$ cat config.mk
export PLATFORM = sky130hd
export DESIGN_NAME = vending_buyer_flat
export DESIGN_NICKNAME = d
export VERILOG_FILES = /design/src/rtl/vending_pkg.sv /design/src/rtl/vending_buyer_if.sv /design/src/rtl/vending_coin_pick.sv /design/src/rtl/vending_buyer.sv /design/src/flat_wrapper.sv
export SDC_FILE = /design/constraint.sdc
export NUM_CORES = 1
export LEC_CHECK = 0
export ABC_AREA = 1
export CORE_MARGIN = 2
export CORE_UTILIZATION = 29
export CTS_BUF_LIST = sky130_fd_sc_hd__clkbuf_2 sky130_fd_sc_hd__clkbuf_4 sky130_fd_sc_hd__clkbuf_8
export CTS_CLUSTER_SIZE = 40
export DETAILED_ROUTE_END_ITERATION = 8
export PLACE_DENSITY = 0.59
export SYNTH_ARGS = -nofsm -noshare
export SYNTH_HDL_FRONTEND = slang
export SYNTH_HIERARCHICAL = 1
export SYNTH_SLANG_ARGS = --single-unit
$ cat constraint.sdc
create_clock -name clk -period 3.9 [get_ports clk]
set_input_delay 0.78 -clock clk [delete_from_list [all_inputs] [get_ports clk]]
set_output_delay 0.78 -clock clk [all_outputs]
set_load 0.03 [all_outputs]
$ cat src/rtl/vending_pkg.sv
// rtl/vending_pkg.sv - shared types and constants for the vending buyer
package vending_pkg;

  localparam int DATA_W     = 8;
  localparam int COIN_A_DEF = 50;
  localparam int COIN_B_DEF = 10;
  localparam int COIN_C_DEF = 5;

  typedef enum logic [2:0] {
    IDLE,
    INSERT,
    SELECT,
    WAIT,
    REFUND,
    RWAIT,
    DONE
  } buyer_state_e;

endpackage

$ cat src/rtl/vending_buyer_if.sv
// rtl/vending_buyer_if.sv - order, vending machine and result signals of the buyer
interface vending_buyer_if;

  logic                          req_valid;
  logic                          req_ready;
  logic [1:0]                    req_sel;
  logic [vending_pkg::DATA_W-1:0] req_amount;

  logic [vending_pkg::DATA_W-1:0] MI;
  logic [1:0]                    sel;
  logic                          re;
  logic [vending_pkg::DATA_W-1:0] MO;
  logic [1:0]                    PO;

  logic                          done;
  logic                          done_ok;
  logic [vending_pkg::DATA_W-1:0] done_change;
  logic [1:0]                    done_product;

  // buyer side
  modport master (
    input  req_valid, req_sel, req_amount, MO, PO,
    output req_ready, MI, sel, re, done, done_ok, done_change, done_product
  );

  // ordering logic and vending machine side
  modport slave (
    output req_valid, req_sel, req_amount, MO, PO,
    input  req_ready, MI, sel, re, done, done_ok, done_change, done_product
  );

endinterface

$ cat src/rtl/vending_coin_pick.sv
// rtl/vending_coin_pick.sv - largest coin not exceeding the remaining amount
module vending_coin_pick #(
  parameter int DATA_W = 8,
  parameter int COIN_A = 50,
  parameter int COIN_B = 10,
  parameter int COIN_C = 5
) (
  input  logic [DATA_W-1:0] rem,
  output logic [DATA_W-1:0] coin
);

  // priority pick from the largest coin down; 1 covers everything below COIN_C
  always_comb begin
    coin = DATA_W'(1);
    if (rem >= DATA_W'(COIN_A))      coin = DATA_W'(COIN_A);
    else if (rem >= DATA_W'(COIN_B)) coin = DATA_W'(COIN_B);
    else if (rem >= DATA_W'(COIN_C)) coin = DATA_W'(COIN_C);
  end

endmodule

$ cat src/rtl/vending_buyer.sv
// rtl/vending_buyer.sv - purchase initiator driving the vending machine customer port
module vending_buyer
  import vending_pkg::*;
#(
  parameter int COIN_A = COIN_A_DEF,
  parameter int COIN_B = COIN_B_DEF,
  parameter int COIN_C = COIN_C_DEF
) (
  input logic             clk,
  input logic             rst,
  vending_buyer_if.master bus
);

  buyer_state_e      state;
  buyer_state_e      state_nx;
  logic [1:0]        sel_r;
  logic [DATA_W-1:0] rem_r;
  logic [DATA_W-1:0] coin;

  vending_coin_pick #(
    .DATA_W (DATA_W),
    .COIN_A (COIN_A),
    .COIN_B (COIN_B),
    .COIN_C (COIN_C)
  ) u_coin_pick (
    .rem  (rem_r),
    .coin (coin)
  );

  // state register
  always_ff @(posedge clk) begin
    if (rst) state <= IDLE;
    else     state <= state_nx;
  end

  // next state; outputs decode from registered state only so no input reaches an output
  always_comb begin
    state_nx      = state;
    bus.req_ready = 1'b0;
    bus.MI        = '0;
    bus.sel       = 2'd0;
    bus.re        = 1'b0;
    bus.done      = 1'b0;
    case (state)
      IDLE: begin
        bus.req_ready = 1'b1;
        if (bus.req_valid) begin
          if (bus.req_amount != '0)  state_nx = INSERT;
          else if (bus.req_sel != 0) state_nx = SELECT;
          else                       state_nx = REFUND;
        end
      end
      INSERT: begin
        bus.MI = coin;
        if (rem_r == coin) state_nx = (sel_r != 2'd0) ? SELECT : REFUND;
      end
      SELECT: begin
        bus.sel  = sel_r;
        state_nx = WAIT;
      end
      WAIT: begin
        // any product other than the one asked for is a failed purchase
        state_nx = (bus.PO == sel_r) ? DONE : REFUND;
      end
      REFUND: begin
        bus.re   = 1'b1;
        state_nx = RWAIT;
      end
      RWAIT: begin
        state_nx = DONE;
      end
      DONE: begin
        bus.done = 1'b1;
        state_nx = IDLE;
      end
      default: state_nx = IDLE;
    endcase
  end

  // order latch, remaining amount and result registers
  always_ff @(posedge clk) begin
    if (rst) begin
      sel_r            <= 2'd0;
      rem_r            <= '0;
      bus.done_ok      <= 1'b0;
      bus.done_change  <= '0;
      bus.done_product <= 2'd0;
    end else begin
      case (state)
        IDLE: begin
          if (bus.req_valid) begin
            sel_r            <= bus.req_sel;
            rem_r            <= bus.req_amount;
            bus.done_ok      <= 1'b0;
            bus.done_change  <= '0;
            bus.done_product <= 2'd0;
          end
        end
        INSERT: rem_r <= rem_r - coin;
        WAIT: begin
          if (bus.PO == sel_r) begin
            bus.done_ok      <= 1'b1;
            bus.done_change  <= bus.MO;
            bus.done_product <= bus.PO;
          end
        end
        RWAIT: begin
          bus.done_ok      <= 1'b0;
          bus.done_change  <= bus.MO;
          bus.done_product <= 2'd0;
        end
        default: ;
      endcase
    end
  end

endmodule

$ cat src/flat_wrapper.sv
// flat-port wrapper written by rule: the top's interface ports become plain ports
module vending_buyer_flat import vending_pkg::*;
#(
  parameter int COIN_A = COIN_A_DEF,
  parameter int COIN_B = COIN_B_DEF,
  parameter int COIN_C = COIN_C_DEF
)
  (clk, rst, bus_req_valid, bus_req_sel, bus_req_amount, bus_MO, bus_PO, bus_req_ready, bus_MI, bus_sel, bus_re, bus_done, bus_done_ok, bus_done_change, bus_done_product);
  vending_buyer_if bus_i ();
  input logic clk;
  input logic rst;
  input wire logic [$bits(bus_i.req_valid)-1:0] bus_req_valid;
  input wire logic [$bits(bus_i.req_sel)-1:0] bus_req_sel;
  input wire logic [$bits(bus_i.req_amount)-1:0] bus_req_amount;
  input wire logic [$bits(bus_i.MO)-1:0] bus_MO;
  input wire logic [$bits(bus_i.PO)-1:0] bus_PO;
  output wire logic [$bits(bus_i.req_ready)-1:0] bus_req_ready;
  output wire logic [$bits(bus_i.MI)-1:0] bus_MI;
  output wire logic [$bits(bus_i.sel)-1:0] bus_sel;
  output wire logic [$bits(bus_i.re)-1:0] bus_re;
  output wire logic [$bits(bus_i.done)-1:0] bus_done;
  output wire logic [$bits(bus_i.done_ok)-1:0] bus_done_ok;
  output wire logic [$bits(bus_i.done_change)-1:0] bus_done_change;
  output wire logic [$bits(bus_i.done_product)-1:0] bus_done_product;
  assign bus_i.req_valid = bus_req_valid;
  assign bus_i.req_sel = bus_req_sel;
  assign bus_i.req_amount = bus_req_amount;
  assign bus_i.MO = bus_MO;
  assign bus_i.PO = bus_PO;
  assign bus_req_ready = bus_i.req_ready;
  assign bus_MI = bus_i.MI;
  assign bus_sel = bus_i.sel;
  assign bus_re = bus_i.re;
  assign bus_done = bus_i.done;
  assign bus_done_ok = bus_i.done_ok;
  assign bus_done_change = bus_i.done_change;
  assign bus_done_product = bus_i.done_product;
  vending_buyer #(.COIN_A(COIN_A), .COIN_B(COIN_B), .COIN_C(COIN_C)) u_core (.clk(clk), .rst(rst), .bus(bus_i));
endmodule
==> impl_metrics.ini <==
[pwr]
leakagePower_uw = 0.00102
clkPwrFrac_pct = 10.7
p_comb_share_pct = 68.9
p_total_uw = 2080
power_frac_seq_pct = 20.4
power_density_nw_per_um2 = 892
switching_share_pct = 50.2
p_int_uw = 1040
p_sw_uw = 1040
ir_drop_mv = 0.278

[placement]
dp_hpwl_um = 3480
place_inst = 385
place.gp.congestion = 0.842
io_buffer_count = 44

[grt]
grt_usage_pct = 13.3
grt_pass1_wl_um = 6950
first_global_vias = 1561
grt_max_degree = 17
gr-total-overflow = 0
antenna_found_initial = 0

[logic_synthesis]
synthesis.area_um2 = 1770
synth-compound-area-share_pct = 12.1
synth_xor_area_share_pct = 2.48
synth-simple-area-share_pct = 39.0
synth_top_family_by_area = simple AND/OR/NAND/NOR gates
syn_inst = 272
synth-adder-area-share_pct = 6.09
synth_cell_types = 33
yosysWarnings = 6
synthMuxAreaShare_pct = 0.567
ys_ff_latch = 24
avgSynthCellArea_um2 = 6.50
synth-seq-area-share_pct = 27.2

[sta]
fin_crit_sh_pct = 76.9
relSlewSlack_pct = 61.9
setup_tns_ns = 0
final_max_slew_viol_count = 0
hold_viol_final = 0
setup-violations-final = 0
fin_skew_ns = 0.00159
min_period_ns = 3.00
rsz0062_at_grt = no
fmax_mhz = 333
worstMarginPinSlew_ns = 0.569
fin_hold_ws_ns = 0.475

[floorplanning]
core-area_um2 = 5920
fp-row-count = 28
die_y_um = 82.1
ios = 47
start_util_pct = 29.8
die_area_um2 = 6730
die_w_um = 82.1

[critical_path]
start_kind = flop
cp.arrival_ns = 2.22
worstPathMaxFanout = 16
critPathKind = flop to output pin
crit_required_ns = 3.12
end_kind = output pin
r2r_cells = 12

[routing]
drc = 0
vias = 1740
viasPerCell = 4.47
firstDrtPassIters = 4
drt_iter0_drc = 77
wl_um = 4350
avgRoutedWirePerCell_um = 11.2
antenna_left = 0

[clock_network]
cts_hold_buf = 0
cts-root-buf = clkbuf_8
htreeDepth = 1
cts_made_buffers = 3
clk_latency_ns = 0.27
cts_buffer_depth = 2
postCtsSetupRepairBufs = 0
path_clk_slew_ns = 0.09
cts_resized = 0
numClockSinks = 24
cts_tree = built

[flow_run]
maxCapViolations = 0

[finish]
diodes = 0
nets = 346
final_common_cell = nor2_1
drive_above_1_share_pct = 11.1
layout_common_cells = 51 x nor2_1, 44 x clkdlybuf4s50_1, 44 x nand2_1, 38 x inv_1, 24 x dfxtp_1
final_util_pct = 39.3
syn_to_final_growth_pct = 31.9
fin_cells = 389

[hold_path]
holdCritPathClass = flop to flop
whs_path_depth = 2

[status]
outcome = completed
## registers in the layout (all words and copies together) (netlist names)
signal                   flops
u_core/bus.done_product      2
u_core/state                 3
u_core/rem_r                 8
u_core/sel_r                 2
u_core/bus.done_change       8
u_core/bus.done_ok           1
## worst paths after layout
kind | start | slack [ns] | end
max | u_core/state[1] | 0.90 | bus_MI[0]
min | u_core/bus.done_product[0] | 0.47 | u_core/bus.done_product[0]
max reg2reg | u_core/rem_r[1] | 1.68 | u_core/state[2]
min reg2reg | u_core/bus.done_product[0] | 0.47 | u_core/bus.done_product[0]
## cell families after synthesis
logic type,after synthesis
xor gates and xnor gates,5
adders and majority gates,8
AOI/OAI and AO/OA,39
other,1
DFF,24
muxes,1
buffers and inverters,52
and+or+nand+nor,142
## metrics by stage
stage / cell area (µm²) / worst slack, ns
floorplan: 1770 / 1.81
global placement: 2260 / 1.27
detailed placement: 2260 / 1.18
CTS: 2330 / 0.859
finish: 2330 / 0.900
global route: 2330 / 0.712
## power groups by stage
stage	clock network [µW]	logic [µW]	registers, µW
floorplan	0	1030	491
global placement	0	1440	427
detailed placement	0	1430	431
CTS	228	1440	425
global route	238	1620	438
finish	223	1430	423
## layer usage
metal / GRT usage, % / up-vias / share of wire [%]
met3: 3.85 / 2 / 6.0
met4: 2.50 / 0 / 0.46
met2: 21.1 / 40 / 44
met1: 18.1 / 764 / 50
li1: - / 934 / -
met5: 0 / - / 0
## layout make-up
cell class	instances	area, µm²
clock inverters	1	30.0
fillers	637	3590
inverters	44	165
flip-flops and latches	24	480
multi-input cells	197	1070
well taps	75	93.8
clock buffers	3	41.3
repair buffers	45	448
## cells in the mapped netlist, drive strengths merged
master | count | area (µm²)
buf | 6 | 46.3
inv | 44 | 165
ha | 7 | 87.6
a31oi | 3 | 18.8
fa | 1 | 20.0
or2 | 3 | 18.8
nand3b | 3 | 22.5
conb | 1 | 3.75
nand3 | 18 | 103
nand2 | 50 | 208
nor3 | 4 | 31.3
clkbuf | 2 | 7.51
a21oi | 16 | 91.3
nor2 | 60 | 278
o21ai | 20 | 104
dfxtp | 24 | 480
xnor2 | 4 | 35.0
nand4 | 2 | 12.5
nor3b | 2 | 15.0
mux2i | 1 | 10.0
xor2 | 1 | 8.76
## critical path, cell delays in order, from the launching register on
cell	delay, ns
dfxtp_1	0.31
inv_2	0.10
nand2_1	0.13
nor2_1	0.11
buf_4	0.20
inv_1	0.23
nor2_1	0.16
clkdlybuf4s50_1	0.69
No activity file was read; power rests on OpenSTA's default activity.
